[config.mk]
export PLATFORM = sky130hd
export DESIGN_NAME = jump_control_stack_flat
export DESIGN_NICKNAME = d
export VERILOG_FILES = /design/src/rtl/jump_control_stack_if.sv /design/src/rtl/jump_control_stack.sv /design/src/flat_wrapper.sv
export SDC_FILE = /design/constraint.sdc
export NUM_CORES = 1
export LEC_CHECK = 0
export BUFFER_PORTS_ARGS = -buffer_cell sky130_fd_sc_hd__buf_4
export CAP_MARGIN = 40
export CORE_MARGIN = 3
export CORE_UTILIZATION = 55
export CTS_BUF_LIST = sky130_fd_sc_hd__clkbuf_4 sky130_fd_sc_hd__clkbuf_8
export CTS_CLUSTER_SIZE = 40
export DETAILED_ROUTE_END_ITERATION = 7
export GPL_TIMING_DRIVEN = 0
export PLACE_DENSITY = 0.82
export SLEW_MARGIN = 20
export SYNTH_ARGS = -nofsm -noshare
export SYNTH_HDL_FRONTEND = slang
export SYNTH_SLANG_ARGS = --single-unit
[constraint.sdc]
create_clock -name clk -period 3.39 [get_ports clk]
set_input_delay 0.339 -clock clk [delete_from_list [all_inputs] [get_ports clk]]
set_output_delay 0.339 -clock clk [all_outputs]
set_load 0.01 [all_outputs]
[src/rtl/jump_control_stack_if.sv]
// PC-redirect bus between the execute stage and the jump/return-stack controller.
interface jump_control_stack_if #(
  parameter int INS_W       = 24,
  parameter int ADDR_W      = 8,
  parameter int FLAG_W      = 4,
  parameter int STACK_DEPTH = 4
);
  localparam int SP_W = $clog2(STACK_DEPTH + 1);

  logic [INS_W-1:0]  ins;
  logic [ADDR_W-1:0] cur_addr;
  logic [FLAG_W-1:0] flag_ex;
  logic              irq;
  logic              int_en;
  logic              pc_mux_sel;
  logic [ADDR_W-1:0] jmp_loc;
  logic              int_ack;
  logic              flag_restore;
  logic [FLAG_W-1:0] flag_restore_val;
  logic              in_isr;
  logic [SP_W-1:0]   sp;
  logic              stack_ovf;
  logic              stack_unf;

  modport master (
    output ins, cur_addr, flag_ex, irq, int_en,
    input  pc_mux_sel, jmp_loc, int_ack, flag_restore,
    input  flag_restore_val, in_isr, sp, stack_ovf, stack_unf
  );

  modport slave (
    input  ins, cur_addr, flag_ex, irq, int_en,
    output pc_mux_sel, jmp_loc, int_ack, flag_restore,
    output flag_restore_val, in_isr, sp, stack_ovf, stack_unf
  );
endinterface

[src/rtl/jump_control_stack.sv]
// Control-transfer decode, PC redirect and return stack
// with vectored interrupt entry.
module jump_control_stack #(
  parameter int              INS_W       = 24,
  parameter int              ADDR_W      = 8,
  parameter int              FLAG_W      = 4,
  parameter int              STACK_DEPTH = 4,
  parameter logic [ADDR_W-1:0] ISR_VECTOR = 8'hF0
) (
  input  logic clk,
  input  logic reset,
  jump_control_stack_if.slave bus
);
  localparam int SP_W  = $clog2(STACK_DEPTH + 1);
  localparam int IDX_W = $clog2(STACK_DEPTH);
  localparam int E_W   = FLAG_W + ADDR_W;

  typedef enum logic [1:0] {
    ST_RUN,
    ST_VEC,
    ST_ISR
  } st_e;

  st_e              st_q;
  logic [E_W-1:0]   stk_q [STACK_DEPTH];
  logic [SP_W-1:0]  sp_q;
  logic             ovf_q;
  logic             unf_q;

  logic [4:0]        opc;
  logic [ADDR_W-1:0] tgt;
  logic [ADDR_W-1:0] ret_addr;
  logic [E_W-1:0]    top;
  logic [IDX_W-1:0]  top_idx;
  logic              empty, full;
  logic              is_jc, is_jnc, is_jz, is_jnz;
  logic              is_jmp, is_call, is_ret, is_reti;
  logic              unused_ok;

  assign opc      = bus.ins[INS_W-1 -: 5];
  assign tgt      = bus.ins[ADDR_W-1:0];
  assign ret_addr = bus.cur_addr + 1'b1;
  assign empty    = (sp_q == '0);
  assign full     = (sp_q == SP_W'(STACK_DEPTH));
  assign top_idx  = IDX_W'(sp_q - 1'b1);
  assign top      = stk_q[top_idx];
  assign unused_ok = ^bus.ins[INS_W-6:ADDR_W];

  assign is_jc   = (opc == 5'b11100);
  assign is_jnc  = (opc == 5'b11101);
  assign is_jz   = (opc == 5'b11110);
  assign is_jnz  = (opc == 5'b11111);
  assign is_jmp  = (opc == 5'b11000);
  assign is_call = (opc == 5'b11001);
  assign is_ret  = (opc == 5'b10000);
  assign is_reti = (opc == 5'b10001);

  logic              sel_d, ack_d, fr_d;
  logic [ADDR_W-1:0] loc_d;
  logic [FLAG_W-1:0] frv_d;
  logic              push, pop, unf_set, irq_take, reti;

  always_comb begin
    sel_d    = 1'b0;
    loc_d    = tgt;
    ack_d    = 1'b0;
    fr_d     = 1'b0;
    frv_d    = '0;
    push     = 1'b0;
    pop      = 1'b0;
    unf_set  = 1'b0;
    irq_take = 1'b0;
    reti     = 1'b0;
    if (st_q == ST_VEC) begin
      sel_d = 1'b1;
      loc_d = ISR_VECTOR;
      ack_d = 1'b1;
    end else begin
      unique case (1'b1)
        is_jc:   sel_d = bus.flag_ex[0];
        is_jnc:  sel_d = ~bus.flag_ex[0];
        is_jz:   sel_d = bus.flag_ex[1];
        is_jnz:  sel_d = ~bus.flag_ex[1];
        is_jmp:  sel_d = 1'b1;
        is_call: begin
          sel_d = 1'b1;
          push  = 1'b1;
        end
        is_ret, is_reti: begin
          reti = is_reti;
          if (empty) begin
            loc_d   = '0;
            unf_set = 1'b1;
          end else begin
            sel_d = 1'b1;
            loc_d = top[ADDR_W-1:0];
            pop   = 1'b1;
            fr_d  = is_reti;
            if (is_reti) frv_d = top[E_W-1 -: FLAG_W];
          end
        end
        default: begin
          // Entry is only taken on a non-transfer cycle
          if (bus.irq && bus.int_en && st_q != ST_ISR) begin
            push     = 1'b1;
            irq_take = 1'b1;
          end
        end
      endcase
    end
  end

  assign bus.pc_mux_sel       = reset & sel_d;
  assign bus.jmp_loc          = reset ? loc_d : '0;
  assign bus.int_ack          = reset & ack_d;
  assign bus.flag_restore     = reset & fr_d;
  assign bus.flag_restore_val = reset ? frv_d : '0;
  assign bus.in_isr           = (st_q == ST_ISR);
  assign bus.sp               = sp_q;
  assign bus.stack_ovf        = ovf_q;
  assign bus.stack_unf        = unf_q;

  always_ff @(posedge clk or negedge reset) begin
    if (!reset) begin
      st_q  <= ST_RUN;
      sp_q  <= '0;
      ovf_q <= 1'b0;
      unf_q <= 1'b0;
    end else begin
      if (push) begin
        if (full) ovf_q <= 1'b1;
        else      sp_q  <= sp_q + 1'b1;
      end
      if (pop)     sp_q  <= sp_q - 1'b1;
      if (unf_set) unf_q <= 1'b1;
      case (st_q)
        ST_RUN:  if (irq_take) st_q <= ST_VEC;
        ST_VEC:  st_q <= ST_ISR;
        ST_ISR:  if (reti) st_q <= ST_RUN;
        default: st_q <= ST_RUN;
      endcase
    end
  end

  always_ff @(posedge clk) begin
    if (push && !full) stk_q[IDX_W'(sp_q)] <= {bus.flag_ex, ret_addr};
  end
endmodule

[src/flat_wrapper.sv]
// flat-port wrapper written by rule: the top's interface ports become plain ports
module jump_control_stack_flat 
#(
  parameter int              INS_W       = 24,
  parameter int              ADDR_W      = 8,
  parameter int              FLAG_W      = 4,
  parameter int              STACK_DEPTH = 4,
  parameter logic [ADDR_W-1:0] ISR_VECTOR = 8'hF0
)
  (clk, reset, bus_ins, bus_cur_addr, bus_flag_ex, bus_irq, bus_int_en, bus_pc_mux_sel, bus_jmp_loc, bus_int_ack, bus_flag_restore, bus_flag_restore_val, bus_in_isr, bus_sp, bus_stack_ovf, bus_stack_unf);
  jump_control_stack_if #(.INS_W(INS_W), .ADDR_W(ADDR_W), .FLAG_W(FLAG_W), .STACK_DEPTH(STACK_DEPTH)) bus_i ();
  input  logic clk;
  input  logic reset;
  input wire logic [$bits(bus_i.ins)-1:0] bus_ins;
  input wire logic [$bits(bus_i.cur_addr)-1:0] bus_cur_addr;
  input wire logic [$bits(bus_i.flag_ex)-1:0] bus_flag_ex;
  input wire logic [$bits(bus_i.irq)-1:0] bus_irq;
  input wire logic [$bits(bus_i.int_en)-1:0] bus_int_en;
  output wire logic [$bits(bus_i.pc_mux_sel)-1:0] bus_pc_mux_sel;
  output wire logic [$bits(bus_i.jmp_loc)-1:0] bus_jmp_loc;
  output wire logic [$bits(bus_i.int_ack)-1:0] bus_int_ack;
  output wire logic [$bits(bus_i.flag_restore)-1:0] bus_flag_restore;
  output wire logic [$bits(bus_i.flag_restore_val)-1:0] bus_flag_restore_val;
  output wire logic [$bits(bus_i.in_isr)-1:0] bus_in_isr;
  output wire logic [$bits(bus_i.sp)-1:0] bus_sp;
  output wire logic [$bits(bus_i.stack_ovf)-1:0] bus_stack_ovf;
  output wire logic [$bits(bus_i.stack_unf)-1:0] bus_stack_unf;
  assign bus_i.ins = bus_ins;
  assign bus_i.cur_addr = bus_cur_addr;
  assign bus_i.flag_ex = bus_flag_ex;
  assign bus_i.irq = bus_irq;
  assign bus_i.int_en = bus_int_en;
  assign bus_pc_mux_sel = bus_i.pc_mux_sel;
  assign bus_jmp_loc = bus_i.jmp_loc;
  assign bus_int_ack = bus_i.int_ack;
  assign bus_flag_restore = bus_i.flag_restore;
  assign bus_flag_restore_val = bus_i.flag_restore_val;
  assign bus_in_isr = bus_i.in_isr;
  assign bus_sp = bus_i.sp;
  assign bus_stack_ovf = bus_i.stack_ovf;
  assign bus_stack_unf = bus_i.stack_unf;
  jump_control_stack #(.INS_W(INS_W), .ADDR_W(ADDR_W), .FLAG_W(FLAG_W), .STACK_DEPTH(STACK_DEPTH), .ISR_VECTOR(ISR_VECTOR)) u_core (.clk(clk), .reset(reset), .bus(bus_i));
endmodule
# After elaboration in Yosys (flattened, before gate mapping)

Memory sizes are Yosys's and may differ from the RTL's.
Index checks and enable logic that the tools add are counted.

Bits in registers: 7
Latch bits: 0
Bits in writable memories: 48
ROM bits: 0
Bits of input ports: 40
Output and inout port bits: 21
Word-level logic and storage cells: 78
Memories kept: 1

Add/subtract/negate cells: 3
Multipliers: 0
Divide/modulo/power cells: 0
Order comparisons: 0
Equality and inequality tests: 15
Shift operators: 0
Muxes and demuxes: 36
Bitwise operators: 5
Reductions and logical operators: 14

Memories:

| name         | depth | bits a word | rd ports | clocked after Yosys merged registers in | write ports | line                     | text |
|---|---|---|---|---|---|---|---|
| u_core.stk_q | 4     | 12          | 1        | 0                                       | 1           | jump_control_stack.sv:25 | `logic [E_W-1:0] stk_q [STACK_DEPTH];` |

Operator list:

| operator                                                            | count |
|---|---|
| 5-bit == test (second input constant)                               | 8 |
| 8-bit 2-to-1 mux                                                    | 4 |
| 4-bit 2-to-1 mux                                                    | 5 |
| 1-bit 2-to-1 mux                                                    | 19 |
| 3-bit 2-to-1 mux                                                    | 3 |
| 8-bit by 1-bit adder with 8-bit output (second input constant)      | 1 |
| 8-bit OR reduction                                                  | 1 |
| 7-bit OR reduction                                                  | 1 |
| 1-bit case mux with 6 select lines                                  | 1 |
| 2-bit case mux with 3 select lines                                  | 1 |
| 2-bit AND reduction                                                 | 3 |
| 2-bit 2-to-1 mux                                                    | 2 |
| 2-bit by 1-bit != test with 1-bit output (second input constant)    | 2 |
| 2-bit != test (second input constant)                               | 2 |
| 2-bit OR reduction                                                  | 2 |
| 3-bit by 1-bit adder with 3-bit output (second input constant)      | 1 |
| 1-bit bitwise AND                                                   | 3 |
| 3-bit == test (second input constant)                               | 1 |
| 1-bit logical AND                                                   | 3 |
| 3-bit logical NOT                                                   | 1 |
| 3-bit by 1-bit subtractor with 3-bit output (second input constant) | 1 |
| 2-bit by 1-bit == test with 1-bit output (second input constant)    | 1 |
| 2-bit == test (second input constant)                               | 1 |
| 2-bit logical NOT                                                   | 1 |
| other kinds (4)                                                     | 5 |

# Depth between registers and ports, before layout

Depth after elaboration: 8
Mapped depth: 8
Gate-level depth less buffers: 7

# Least setup slack after synthesis

No wires, ideal clock.

Kind: register -> output
From: reg u_core.sp_q[0], in the netlist u_core.bus.sp[0]
To: out bus_jmp_loc[0]
Arrival: 2.281 ns
Required time: 3.051 ns
Slack: 0.770 ns
Cell stages (with the launch flop): 8
Buffers on the path: 2
Cell sequence: dfrtp_1 -> buf_2 -> inv_1 -> ha_1 -> clkbuf_1 -> mux4_2 -> a22oi_1 -> nor2_1

Cells in the longest elaborated chain, start to end: 6
Elaborated cells on any way between the ends: 7
Those cells by class: add/sub (1); mux (4); reduce/logical (1); memory (1)

Ends and longest elaborated chain:

| what                                        | line                      | text |
|---|---|---|
| from (decl)                                 | jump_control_stack.sv:26  | `logic [SP_W-1:0] sp_q;` |
| from (signal assigned)                      | jump_control_stack.sv:132 | `else sp_q <= sp_q + 1'b1;` |
| from (signal assigned)                      | jump_control_stack.sv:134 | `if (pop) sp_q <= sp_q - 1'b1;` |
| 3-bit by 1-bit subtractor with 3-bit output | jump_control_stack.sv:45  | `assign top_idx = IDX_W'(sp_q - 1'b1);` |
| memory 4 x 12 bit                           | -                         |  |
| 8-bit 2-to-1 mux *                          | jump_control_stack.sv:91  | `if (empty) begin` |
| 8-bit 2-to-1 mux *                          | jump_control_stack.sv:79  | `unique case (1'b1)` |
| 8-bit 2-to-1 mux *                          | jump_control_stack.sv:74  | `if (st_q == ST_VEC) begin` |
| 8-bit 2-to-1 mux *                          | jump_control_stack.sv:114 | `assign bus.jmp_loc = reset ? loc_d : '0;` |
| to (decl)                                   | flat_wrapper.sv:20        | `output wire logic [$bits(bus_i.jmp_loc)-1:0] bus_jmp_loc;` |

Mark *: on every way between the ends. The rest lies on a longest branch, timed or not.

# Worst setup path after layout

From: reg u_core.sp_q[0], in the netlist u_core.bus.sp[0]
To: out bus_jmp_loc[3]

The elaborated chain is that of the path after synthesis.

==> results by group <==
Critical path
  – Worst EP required: around 3.1 ns
  – FF-to-FF setup slack: between 0.7 and 0.8 ns
  – Slowest cell on crit path: dfrtp_1
  – Slowest stage delay, CP: between 0.5 and 0.6 ns
  – Bufs and invs on worst path: 4
  – CP arrival: around 2.8 ns
  – Critical Path Stages: 8
  – Setup crit end kind: output pin
  – R2R Path End: u_core.stk_q[3][6]$_DFFE_PP_
  – Critical Path Start Type: flip-flop
  – CP Max Fanout: 10
  – R2r worst-path depth: 7
  – Delay-heaviest family, CP: buffers and inverters
  – Critical path type: flip-flop to output pin
  – RR Startpoint: u_core.bus.sp[0]$_DFFE_PN0P_
  – Crit-path cells: clkbuf_4, inv_1, ha_1, clkbuf_2, mux4_2, a22oi_1, nor2_1, buf_4

Drt
  – Post-route ant nets: 0
  – Post-DR wirelength/cell: between 15 and 20 µm
  – DR vias/cell: slightly below 6
  – First drt pass iteration count: 5
  – Via count: 1650
  – Initial DRC count: 102
  – Final WL: between 4 and 5 mm
  – Drc violations: 0

Power and ir drop
  – Pwr Density: 613 nW/µm²
  – Net Sw Frac: between 30 and 40%
  – Psw: 0.000583 W
  – Pint: 0.00135 W
  – Logic pwr share: between 30% and 40%
  – Clock power share: 18.7%
  – Tot Pwr: just under 0.002 W
  – Part of the power in registers: a little under half
  – Leakage power: roughly 1.2 nW
  – Peak supply drop: between 200 and 300 µV

Synthesis
  – Synth cell count leaders: edfxtp_1, nand2_1, nor2_1
  – Syn Area/Cell: 15.1 µm²
  – Synthesis-stage register bit count: 55
  – Top-count cell post-synth: edfxtp_1
  – Leading area contributor after synthesis: edfxtp_1
  – Post-synth EDFFs: between 40 and 50
  – Mapped Cells: 170
  – Post-Syn Area: about 2600 µm²
  – Synth unique cells: 37
  – Area contributors post-synth: edfxtp_1, mux4_2, dfrtp_1
  – Sequential area share after synthesis: ~63%
  – Post-synth top area share: between 50 and 60%
  – Mapped Nets: about 220
  – Post-synthesis async set-or-reset flop share: roughly 13%
  – Synth Flop Type: edfxtp_1
  – Number of synthesis warnings: 0

Hold path
  – Worst hold path endpoint: u_core.stk_q[3][10]$_DFFE_PP_
  – Hold Crit Start: bus_flag_ex[2]
  – Hold WC Path Type: input port to flip-flop
  – Hold depth: 1

STA
  – Slew headroom: roughly three fifths
  – Setup_tns: 0 ns
  – Tcrit/Tclk final: between 90% and 100%
  – RSZ-0062 raised after global routing: false
  – Worst Tran Pin Value: roughly 0.62 ns
  – Worst Setup Slack, final: roughly 0.27 ns
  – Max Slew Vio Count: 0
  – Worst Skew: between 0.002 and 0.0025 ns
  – Final hold vios: 0
  – Min cycle time layout: around 3.1 ns
  – Fmax: 320 MHz
  – Final Setup Violations: 0

GRT
  – GR Util All Layers: between 10% and 20%
  – Largest net degree at the start of global routing: 17
  – Grt total ovfl: 0
  – Initial antenna violation count: 0
  – Via count of the first global-routing pass: ~1600
  – Global-route wire length before repair: between 7 and 8 mm

Cells and area
  – Synth-to-layout area growth: 22.5%
  – Final nets: roughly 280
  – Diode count: 0
  – Post-Layout Cell Count: between 200 and 300
  – Layout cells sized above 1: 35.8%

Clock tree
  – Root Driver: clkbuf_8
  – CTS tree: yes
  – Inserted Clock Buffers: 5
  – # Post-CTS Setup Buffers: 0
  – Sink Count: 55
  – Maximum level of the CTS H-tree: 2
  – Worst-path clk slew: 0.09 ns
  – Clk Latency, worst-skew pair: roughly 0.30 ns
  – Max clock buf depth: 2

Flow run
  – Max_cap viols: 0

Floorplan
  – Row count: 24
  – Initial core utilization: between 50% and 60%
  – Die area: roughly 5500 µm²
  – Top-level port count: 61
  – DIE WIDTH: around 74 µm
  – Die height: roughly 74 µm
  – CORE AREA: 4440 µm²

Placement
  – GPL Wtd Cong: between 0.7 and 0.8
  – Hpwl dp: between 3 and 4 mm
  – I/O Buffers: 49
  – Dpl ws: 0.237 ns
  – Post-placement cell count: 275

Outcome
  – Outcome: completed
## cell usage in the layout, fill, tap and decap left out, types with 4 or more instances in the layout
master	instances
nor2b_1	10
mux4_2	12
nand3_1	4
clkbuf_8	5
nor2_1	14
dfrtp_1	7
a22oi_1	4
a221oi_1	4
inv_1	7
buf_4	51
edfxtp_1	48
ha_1	6
xnor2_1	6
nand2_1	15
## power groups by stage
stage / sequential, W / clock [W] / combinational, W
after CTS: 0.000873 / 0.000367 / 0.000700
after global routing: 0.000883 / 0.000396 / 0.000759
after floorplan: 0.000889 / 0 / 0.000458
final: 0.000872 / 0.000361 / 0.000696
after detailed placement: 0.000888 / 0 / 0.000690
after global placement: 0.000885 / 0 / 0.000667
## logic make-up (layout without fill, tap and decap cells)
kind of cell / count (synthesis) / after routing / share of synthesized area (%)
multiplexers: 12 / 12 / 10.5
AND/OR/NAND/NOR: 58 / 58 / 12.2
buffers and inverters: 11 / 73 / 2.00
XOR/XNOR: 8 / 8 / 2.73
flip-flops: 55 / 55 / 62.9
adder cells (fa/ha/maj): 6 / 6 / 2.92
AO/OA/AOI/OAI: 20 / 20 / 6.67
## area by class of cell
cell class                      count  area, µm²
Buffer                              4       28.8
Clock buffer                        7       83.8
Clock inverter                      1       8.76
Fill cell                         305       1300
Inverter                            7       26.3
Multi-Input combinational cell    104        901
Sequential cell                    55       1620
Tap cell                           52       65.1
Timing Repair Buffer               54        415
## worst max-delay path by stage
stage / startpoint / to / slack [ns]
after detailed placement: u_core.bus.sp[0]$_DFFE_PN0P_ / bus_jmp_loc[3] / 0.24
after global placement: u_core.bus.sp[0]$_DFFE_PN0P_ / bus_jmp_loc[3] / 0.28
after floorplan: u_core.bus.sp[0]$_DFFE_PN0P_ / bus_jmp_loc[0] / 0.77
after global routing: u_core.bus.sp[0]$_DFFE_PN0P_ / bus_jmp_loc[3] / 0.02
after CTS: u_core.bus.sp[0]$_DFFE_PN0P_ / bus_jmp_loc[3] / 0.12
final: u_core.bus.sp[0]$_DFFE_PN0P_ / bus_jmp_loc[3] / 0.27
## stage by stage
step           utilization, %  area [µm²]  hold WS (ns)
6_report                 70.8        3150         0.232
5_1_grt                  70.8        3150         0.234
4_1_cts                  70.7        3140         0.231
3_5_place_dp             68.4        3040         0.188
3_3_place_gp             67.5        3000         0.185
2_1_floorplan               -        2570        0.0434
## state kept, by name, summed over array words and instances (netlist names)
name,cells
u_core.stk_q,48
u_core.bus.sp,3
u_core.bus.stack_ovf,1
u_core.bus.stack_unf,1
u_core.st_q,2
## repair_timing
action                                  in CTS  in global routing
endpoints found under the setup margin       6                  4
cloned                                       0                  0
hold buffers                                 1                  0
endpoints found under the hold margin        7                  0
resized for setup                            1                  1
## per-layer routing
metal	up-vias	global-route usage, %	share of wire, %
li1	775	-	-
met1	801	23.3	40
met2	66	34.8	53
met3	8	4.32	5.6
met4	0	5.73	1.4
met5	-	0	0
Note: power is estimated with default switching activity, not from simulation.
